### src/rtl/calc_pkg.sv
// -----------------------------------------------------------------------------
// calc_pkg
// Shared constants for the restoring divider:
//   DEFAULT_WIDTH  - default operand/result width
//   IDLE/CALC/DONE - FSM state encodings, kept as plain constants so older
//                    blocks that compare against raw state values still work
// -----------------------------------------------------------------------------
package calc_pkg;

  localparam int DEFAULT_WIDTH = 16;

  localparam logic [1:0] IDLE = 2'd0;
  localparam logic [1:0] CALC = 2'd1;
  localparam logic [1:0] DONE = 2'd2;

endpackage

### src/rtl/divider_sub_stage.sv
// -----------------------------------------------------------------------------
// divider_sub_stage
// One WIDTH+1-bit trial subtraction of the restoring divider.
//   minuend [WIDTH:0]   - shifted partial remainder
//   divisor [WIDTH-1:0] - divisor magnitude
//   diff    [WIDTH-1:0] - minuend - divisor (valid when borrow is 0)
//   borrow              - 1 when minuend < divisor (result negative)
// -----------------------------------------------------------------------------
module divider_sub_stage
  import calc_pkg::*;
#(
  parameter int WIDTH = DEFAULT_WIDTH
) (
  input  logic [WIDTH:0]   minuend,
  input  logic [WIDTH-1:0] divisor,
  output logic [WIDTH-1:0] diff,
  output logic             borrow
);

  logic [WIDTH:0] trial;

  // The partial remainder is always below the divisor, so the shifted
  // minuend is below 2*divisor: a non-negative result fits in WIDTH bits
  // and a negative one always sets the top bit. The top bit is the borrow.
  assign trial  = minuend - {1'b0, divisor};
  assign diff   = trial[WIDTH-1:0];
  assign borrow = trial[WIDTH];

endmodule

### src/rtl/restoring_divider.sv
// -----------------------------------------------------------------------------
// restoring_divider
// Multi-cycle restoring divider, one quotient bit per clock.
//   clk       - clock, rising edge
//   reset     - synchronous, active-high
//   start     - begin a division (only looked at while idle)
//   A, B      - dividend, divisor
//   busy      - high while calculating and during the completion cycle
//   done      - one-cycle completion pulse
//   Q, R      - quotient, remainder (held until the next completion)
//   divByZero - last completed operation had B == 0
// Build option: define RESTORING_DIVIDER_SIGNED_EN for two's-complement
// operands/results (magnitudes divided, signs fixed on completion).
// -----------------------------------------------------------------------------
module restoring_divider
  import calc_pkg::*;
#(
  parameter int WIDTH = DEFAULT_WIDTH
) (
  input  logic             clk,
  input  logic             reset,
  input  logic             start,
  input  logic [WIDTH-1:0] A,
  input  logic [WIDTH-1:0] B,
  output logic             busy,
  output logic             done,
  output logic [WIDTH-1:0] Q,
  output logic [WIDTH-1:0] R,
  output logic             divByZero
);

  localparam int CNT_W = $clog2(WIDTH + 1);

  logic [1:0]       state;
  logic [WIDTH-1:0] dividendReg;  // shifts out dividend bits, shifts in quotient bits
  logic [WIDTH-1:0] divisorReg;
  logic [WIDTH-1:0] remReg;
  logic [CNT_W-1:0] count;

  logic [WIDTH:0]   shifted;
  logic [WIDTH-1:0] trialDiff;
  logic             trialBorrow;
  logic [WIDTH-1:0] nextRem;
  logic [WIDTH-1:0] nextQuot;
  logic [WIDTH-1:0] aMag;
  logic [WIDTH-1:0] bMag;
  logic [WIDTH-1:0] qFinal;
  logic [WIDTH-1:0] rFinal;
  logic             lastIter;

  // Shift {remainder, dividend} left by one: the dividend MSB enters the remainder.
  assign shifted = {remReg, dividendReg[WIDTH-1]};

  divider_sub_stage #(.WIDTH(WIDTH)) subStage (
    .minuend (shifted),
    .divisor (divisorReg),
    .diff    (trialDiff),
    .borrow  (trialBorrow)
  );

  // Restore on borrow; quotient bit is the inverse of the borrow.
  assign nextRem  = trialBorrow ? shifted[WIDTH-1:0] : trialDiff;
  assign nextQuot = {dividendReg[WIDTH-2:0], ~trialBorrow};
  assign lastIter = (count == CNT_W'(1));

`ifdef RESTORING_DIVIDER_SIGNED_EN
  logic qNeg;
  logic rNeg;

  // The most negative value negates to itself, which is its correct
  // unsigned magnitude, so no special case is needed on the way in.
  assign aMag   = A[WIDTH-1] ? -A : A;
  assign bMag   = B[WIDTH-1] ? -B : B;
  // Negating a quotient magnitude of 2^(WIDTH-1) wraps back to the most
  // negative value, giving the required most-negative / -1 result.
  assign qFinal = qNeg ? -nextQuot : nextQuot;
  assign rFinal = rNeg ? -nextRem : nextRem;
`else
  assign aMag   = A;
  assign bMag   = B;
  assign qFinal = nextQuot;
  assign rFinal = nextRem;
`endif

  assign busy = (state == CALC) || (state == DONE);

  // NOTE: clocked state uses non-blocking assignments so every register
  // samples the pre-edge values, independent of statement order.
  always_ff @(posedge clk) begin
    if (reset) begin
      state       <= IDLE;
      dividendReg <= '0;
      divisorReg  <= '0;
      remReg      <= '0;
      count       <= '0;
      done        <= 1'b0;
      Q           <= '0;
      R           <= '0;
      divByZero   <= 1'b0;
`ifdef RESTORING_DIVIDER_SIGNED_EN
      qNeg        <= 1'b0;
      rNeg        <= 1'b0;
`endif
    end else begin
      case (state)
        IDLE: begin
          done <= 1'b0;
          if (start) begin
            dividendReg <= aMag;
            divisorReg  <= bMag;
            remReg      <= '0;
            count       <= CNT_W'(WIDTH);
`ifdef RESTORING_DIVIDER_SIGNED_EN
            qNeg        <= A[WIDTH-1] ^ B[WIDTH-1];
            rNeg        <= A[WIDTH-1];
`endif
            if (B == '0) begin
              // Divide by zero completes immediately with a fixed result.
              state     <= DONE;
              done      <= 1'b1;
              Q         <= '1;
              R         <= A;
              divByZero <= 1'b1;
            end else begin
              state <= CALC;
            end
          end
        end

        CALC: begin
          dividendReg <= nextQuot;
          remReg      <= nextRem;
          count       <= count - 1'b1;
          if (lastIter) begin
            state     <= DONE;
            done      <= 1'b1;
            Q         <= qFinal;
            R         <= rFinal;
            divByZero <= 1'b0;
          end
        end

        DONE: begin
          done  <= 1'b0;
          state <= IDLE;
        end

        default: begin
          done  <= 1'b0;
          state <= IDLE;
        end
      endcase
    end
  end

endmodule

### config.mk
export PLATFORM = sky130hd
export DESIGN_NAME = restoring_divider
export DESIGN_NICKNAME = d
export VERILOG_FILES = /design/src/rtl/calc_pkg.sv /design/src/rtl/divider_sub_stage.sv /design/src/rtl/restoring_divider.sv
export SDC_FILE = /design/constraint.sdc
export NUM_CORES = 1
export LEC_CHECK = 0
export BUFFER_PORTS_ARGS = -buffer_cell sky130_fd_sc_hd__buf_2
export CORE_MARGIN = 2
export CORE_UTILIZATION = 50
export DETAILED_ROUTE_END_ITERATION = 12
export GPL_TIMING_DRIVEN = 1
export PLACE_DENSITY = 0.71
export SYNTH_ARGS = -nofsm -noshare
export SYNTH_HDL_FRONTEND = slang
export SYNTH_SLANG_ARGS = --single-unit
### constraint.sdc
create_clock -name clk -period 6.6 [get_ports clk]
set_clock_uncertainty 0.1 [all_clocks]
set_input_delay 0.33 -clock clk [delete_from_list [all_inputs] [get_ports clk]]
set_output_delay 0.33 -clock clk [all_outputs]
set_load 0.01 [all_outputs]
# Word level (Yosys, flattened, before mapping)
# Cells that the tools add are included.
totals:
  ff_bits: 89
  inputBits: 35
op_classes:
  addsub: 2
  eq_ne: 6
  mux: 27
  n_bitwise: 1
  reduce_logical: 8
ops:
  columns: ["op", "n"]
  rows:
  - ["2-to-1 mux 16 bit", 9]
  - ["one-hot mux 16 bit (2 select lines)", 4]
  - ["subtractor 17 x 16 -> 17 bit", 1]
  - ["logical NOT 16 bit", 1]
  - ["one-hot mux 5 bit (2 select lines)", 1]
  - ["2-to-1 mux 1 bit", 6]
  - ["2-to-1 mux 2 bit", 3]
  - ["inequality test 2 bit (second input constant)", 3]
  - ["AND reduction 2 bit", 3]
  - ["== test 5 x 1 -> 1 bit (second input constant)", 1]
  - ["2-to-1 mux 5 bit", 1]
  - ["subtractor 5 x 1 -> 5 bit (second input constant)", 1]
  - ["one-hot mux 1 bit (2 select lines)", 2]
  - ["one-hot mux 2 bit (2 select lines)", 1]
  - ["AND reduction 4 bit", 1]
  - ["== test 2 x 1 -> 1 bit (second input constant)", 1]
  - ["== test 2 bit (second input constant)", 1]
  - ["logical NOT 2 bit", 1]
  - ["nonzero test 2 bit", 1]
  - ["logical OR 1 bit", 1]
  - ["inverter 1 bit", 1]

# Depth between registers and ports, before layout
logic_depth:
  word_depth: 4
  ltp_mapped: 11
  depth_no_buf: 10

# Cells and area by module
# A second synthesis with hierarchy kept.
unflattened:
  hier_cells: 588
  hier_area_um2: 4802.1
modules_own_cells:
  columns: ["module", "n_inst", "cells_per_inst", "area_each_um2"]
  rows:
  - ["restoring_divider", 1, 461, 3915.0]
  - ["divider_sub_stage", 1, 127, 887.1]

# Worst setup path before layout
# Ideal clock, no wire load.
synth_timing:
  kind: "reg2reg"
  startpoint: "register dividendReg[15]"
  endpoint: "register R[8]"
  arrival_time_ns: 2.313
  required_time_ns: 6.364
  path_slack_ns: 4.051
  path_stages_with_launch: 12
  n_path_buf: 1
  period_less_slack_ns: 2.549
  cell_sequence: "dfxtp_1 -> inv_1 -> ha_1 -> fa_1 -> nand2b_1 -> a21oi_1 -> o21ai_2 -> o211a_4 -> nor2_8 -> buf_12 -> mux2i_1 -> a211oi_2"
synth_via:
  elab_chain_len: 4
synth_lines:
  columns: ["item", "line", "source"]
  rows:
  - ["start, declared", "restoring_divider.sv:35", "logic [WIDTH-1:0] dividendReg;"]
  - ["start signal, assigned", "restoring_divider.sv:109", "dividendReg <= aMag;"]
  - ["start signal, assigned", "restoring_divider.sv:131", "dividendReg <= nextQuot;"]
  - ["subtractor 17 x 16 -> 17 bit", "divider_sub_stage.sv:25", "assign trial = minuend - {1'b0, divisor};"]
  - ["2-to-1 mux 16 bit", "restoring_divider.sv:62", "assign nextRem = trialBorrow ? shifted[WIDTH-1:0] : trialDiff;"]
  - ["2-to-1 mux 16 bit", "restoring_divider.sv:134", "if (lastIter) begin"]
  - ["one-hot mux 16 bit (2 select lines)", "restoring_divider.sv:105", "case (state)"]
  - ["end signal, assigned", "restoring_divider.sv:138", "R <= rFinal;"]
  - ["end, declared", "restoring_divider.sv:28", "output logic [WIDTH-1:0] R,"]
# No other way between the ends. The select of a mux whose other input is x is not followed.
# A chain may end at the register's enable or synchronous reset.

# Worst setup path after layout
layout_timing:
  startpoint: "register state[1]"
  endpoint: "register R[12]"
layout_via:
  elab_chain_len: 3
  elab_cells_between_ends: 8
  classes_between: "eq/ne (4); mux (1); reduce/logical (3)"
layout_lines:
  columns: ["item", "line", "source"]
  rows:
  - ["start, declared", "restoring_divider.sv:34", "logic [1:0] state;"]
  - ["start signal, assigned", "restoring_divider.sv:91", "state <= IDLE;"]
  - ["start signal, assigned", "restoring_divider.sv:119", "state <= DONE;"]
  - ["start signal, assigned", "restoring_divider.sv:125", "state <= CALC;"]
  - ["== test 2 x 1 -> 1 bit / logical NOT 2 bit (equally long branches)", "restoring_divider.sv:105", null]
  - ["inequality test 2 bit (no source line) / nonzero test 2 bit (equally long branches)", null, null]
  - ["AND reduction 4 bit (no source line)", null, null]
# Parallel ways exist; a longest one is shown, timed or not.

==> impl_summary.log <==
INFO  metric synth_top_flop_cell = sky130_fd_sc_hd__dfxtp_1
INFO  metric ys.warnings.count = 0
INFO  metric mostFrequentLayoutCells = 89 x sky130_fd_sc_hd__dfxtp_1, 85 x sky130_fd_sc_hd__nand2_1, 69 x sky130_fd_sc_hd__buf_2
INFO  metric grt_remaining_overflow = 0
INFO  metric fin_crit_sh = 0.585
INFO  metric setup.worst_path.class = flop to flop
INFO  metric post_synth_num_cell_types = 53
INFO  metric buffering_stage_count_on_the_worst_path_with_inverters_included = 5
INFO  metric critical-path-slowest-cell = sky130_fd_sc_hd__nand3_1
INFO  metric slew_viol_final = 0
INFO  metric route.vias.total = around 4300
INFO  metric routedWlPerCell = 15.2 um
INFO  metric clk_root_buffer_cell = sky130_fd_sc_hd__clkbuf_8
INFO  metric die_w = around 100 um
INFO  metric timing_worst_slew_pin_value = around 1100 ps
INFO  metric critPathArrivalTime = 3960 ps
INFO  metric grt_max_degree = just under 80
INFO  metric unrepaired_setup_endpoints_after_global_routing = false
INFO  metric drive_gt1_frac = 0.173
INFO  metric finish.net_count = roughly 700
INFO  metric crit_path_end_kind = flop
INFO  metric die_height = roughly 100 um
INFO  metric crit_path_max_fanout = 56
INFO  metric first_iter_violations = 252
INFO  metric synth-seq-area-share = 0.375
INFO  metric synth-seq-cells = approximately 90
INFO  metric core_box_area = roughly 9200 sq um
INFO  metric timing.critical_path.slowest_cell_delay = around 630 ps
INFO  metric layout_commonest_cell = sky130_fd_sc_hd__dfxtp_1
INFO  metric first_pass_iters = 5
INFO  metric number_of_buffers_created_by_cts = 9
INFO  metric final_util = 0.578
INFO  metric synth_cells = slightly below 600
INFO  metric finalWorstPathRequiredPeriod = between 3000 and 4000 ps
INFO  metric source_of_the_worst_hold_timing_path = B[14]
INFO  metric clock_slew_at_the_register_clock_pins_of_the_worst_setup_and_hold_paths = about 90 ps
INFO  metric min_delay_worst_endpoint = divisorReg[14]$_SDFFE_PP0P_
INFO  metric finalSetupViolations = 0
INFO  metric power_per_cell_area = just under 300 nW/um^2
INFO  metric max_slew_margin = 0.275
INFO  metric cap_violations = 0
INFO  metric max_clock_freq = 0.259 GHz
INFO  metric yosys-mux-area-fraction = 0.0358
INFO  metric route.detailed.vias_per_inst = between 5 and 6
INFO  metric antenna-diode-count = 0
INFO  metric synthSimpleGateAreaFrac = 0.199
INFO  metric setup.worst_path.start = state[1]$_SDFFE_PP0P_
INFO  metric clk-insertion-delay-late = ~370 ps
INFO  metric reg2regPathDepth = 11
INFO  metric grt_pass1_wl = just under 20000 um
INFO  metric grt_pass1_vias = between 4000 and 5000
INFO  metric synth_compound_area_frac = 0.260
INFO  metric gp_congestion = approximately 0.9
INFO  metric cts_setup_buffers = 0
INFO  metric cp_top_family = buffers and inverters
INFO  metric fp.dieArea = a little over 10000 sq um
INFO  metric rows = 35
INFO  metric critPathLaunchType = flop
INFO  metric ctsLongestPathBuffers = 2
INFO  metric tritoncts_num_sinks = 89
INFO  metric all_layer_global_routing_usage = 0.238
INFO  metric required = about 6700 ps
INFO  metric effective_utilization_at_floorplan = 0.515
INFO  metric cts.repair.resized = 0
INFO  metric rrSetupSlack = between 2000 and 3000 ps
INFO  metric report.final.hold_viol_count = 0
INFO  metric layout-area-overhead-vs-synth = 12.3%
INFO  metric synth-adder-area-share = 0.0568
INFO  metric status = finished clean
INFO  metric post_synth_xor_area_fraction = 0.0221
INFO  metric timing.setup.tns = 0 ps
INFO  metric synth.cell_area = approximately 4800 sq um
INFO  metric cts-hold-fix-buffers = 0
INFO  metric synth.avg_cell_area = 8.06 sq um
INFO  metric ioPinCount = 70
INFO  metric wl = 11800 um
INFO  metric ys_async_sr_fraction = 0
INFO  metric reg2reg_to = R[12]$_SDFFE_PP0P_
INFO  metric antenna_violations_before_repair = 0
INFO  metric synth-edff-count = 0
INFO  metric hold_path_class = primary input to flop
INFO  metric static-leakage-power = 2.09 nW
INFO  metric detail-route-antenna-nets = 0
INFO  metric detail_route.drc_violations = 0
INFO  metric critical_path.cell_chain = inv_1 -> ha_2 -> buf_4 -> inv_1 -> o21ai_1 -> buf_4 -> nand3_1 -> buf_4 -> or3_1 -> o21ai_0 -> a211oi_2
INFO  metric vdd_ir_drop_max = roughly 0.12 mV
INFO  metric io_buffers = a little under 70
INFO  metric synth_top_family_by_area = compound AO/OA/AOI/OAI gates
INFO  metric number_of_h_tree_levels = 3
INFO  metric hold_depth = 3
INFO  metric critPathMostFrequentCell = sky130_fd_sc_hd__buf_4
INFO  metric synth_fp_nets = approximately 650
INFO  metric dp_hpwl = about 8600 um
INFO  metric worstReg2RegStart = state[1]$_SDFFE_PP0P_
INFO  metric tritoncts = built
state kept, by name, summed over array words and instances, names as in the netlist:
name	cells
Q	16
R	16
dividendReg	16
divisorReg	16
remReg	16
count	5
state	2
divByZero	1
done	1
tightest hold or removal path, stage by stage:
cell	delay, ps
sky130_fd_sc_hd__buf_2	100
sky130_fd_sc_hd__nand2_1	50
sky130_fd_sc_hd__a21oi_1	50
logic make-up (layout without fill, tap and decap cells):
group | count (synthesis) | in the layout
multiplexers | 17 | 17
adder cells (fa/ha/maj) | 21 | 21
buffers and inverters | 60 | 116
AO/OA/AOI/OAI | 185 | 185
AND/OR/NAND/NOR | 206 | 206
flip-flops | 89 | 89
XOR/XNOR | 12 | 12
layout make-up:
class	instances	area [sq um]
Clock buffer	9	124
Clock inverter	7	63.8
Fill cell	873	3900
Inverter	26	97.6
Multi-Input combinational cell	441	2730
Sequential cell	89	1780
Tap cell	129	161
Timing Repair Buffer	74	383
worst max-delay path by stage:
stage                               endpoint  slack [ps]  cells past startpoint
final                     R[12]$_SDFFE_PP0P_        2740                     11
after global routing       R[5]$_SDFFE_PP0P_        2320                     10
after CTS                 R[12]$_SDFFE_PP0P_        2740                     11
after detailed placement  R[12]$_SDFFE_PP0P_        2760                     11
after global placement    R[12]$_SDFFE_PP0P_        2860                     11
after floorplan            R[8]$_SDFFE_PP0P_        4050                     11
per-layer routing:
layer	track usage	share of wire	wire, um	vias up
met5	0	0	0	-
met4	0.0967	0.022	265	0
met3	0.0476	0.045	536	18
met2	0.373	0.46	5390	89
met1	0.322	0.48	5610	2048
li1	-	-	-	2186
through the flow:
stage                     hold WS, ps  setup slack (ps)  cell area [sq um]  power, mW  instances
after global routing              113              2320               5340       1.67        775
after CTS                         105              2740               5340       1.57        775
after global placement            339              2860               5150       1.20        759
after floorplan                   336              4050               4760       1.08        590
after detailed placement          345              2760               5150       1.21        759
final                             119              2740               5340       1.57        775
Yosys cell counts, types with 5 or more instances:
cell type	count	share of area
sky130_fd_sc_hd__xor2_1	6	0.011
sky130_fd_sc_hd__mux2i_1	17	0.036
sky130_fd_sc_hd__nand2_1	85	0.067
sky130_fd_sc_hd__nor3_1	20	0.021
sky130_fd_sc_hd__a21o_1	6	0.0095
sky130_fd_sc_hd__a211oi_2	5	0.013
sky130_fd_sc_hd__buf_2	5	0.0053
sky130_fd_sc_hd__ha_1	20	0.053
sky130_fd_sc_hd__o211ai_1	6	0.0095
sky130_fd_sc_hd__a21oi_1	54	0.057
sky130_fd_sc_hd__dfxtp_1	89	0.37
sky130_fd_sc_hd__clkbuf_1	22	0.017
sky130_fd_sc_hd__o21ai_1	12	0.013
sky130_fd_sc_hd__nor2_1	48	0.038
sky130_fd_sc_hd__or3_1	15	0.020
sky130_fd_sc_hd__buf_1	6	0.0047
sky130_fd_sc_hd__a211oi_1	28	0.044
sky130_fd_sc_hd__inv_1	26	0.021
sky130_fd_sc_hd__xnor2_1	6	0.011
sky130_fd_sc_hd__nor2b_1	16	0.021
sky130_fd_sc_hd__o21ai_0	40	0.042
where the power goes:
group	switching, mW	internal, mW	total, mW	leakage (nW)
Combinational	0.348	0.215	0.563	1.27
Sequential	0.0405	0.599	0.639	0.727
Clock	0.222	0.144	0.366	0.0934
Power figures use the tool's default switching activity.
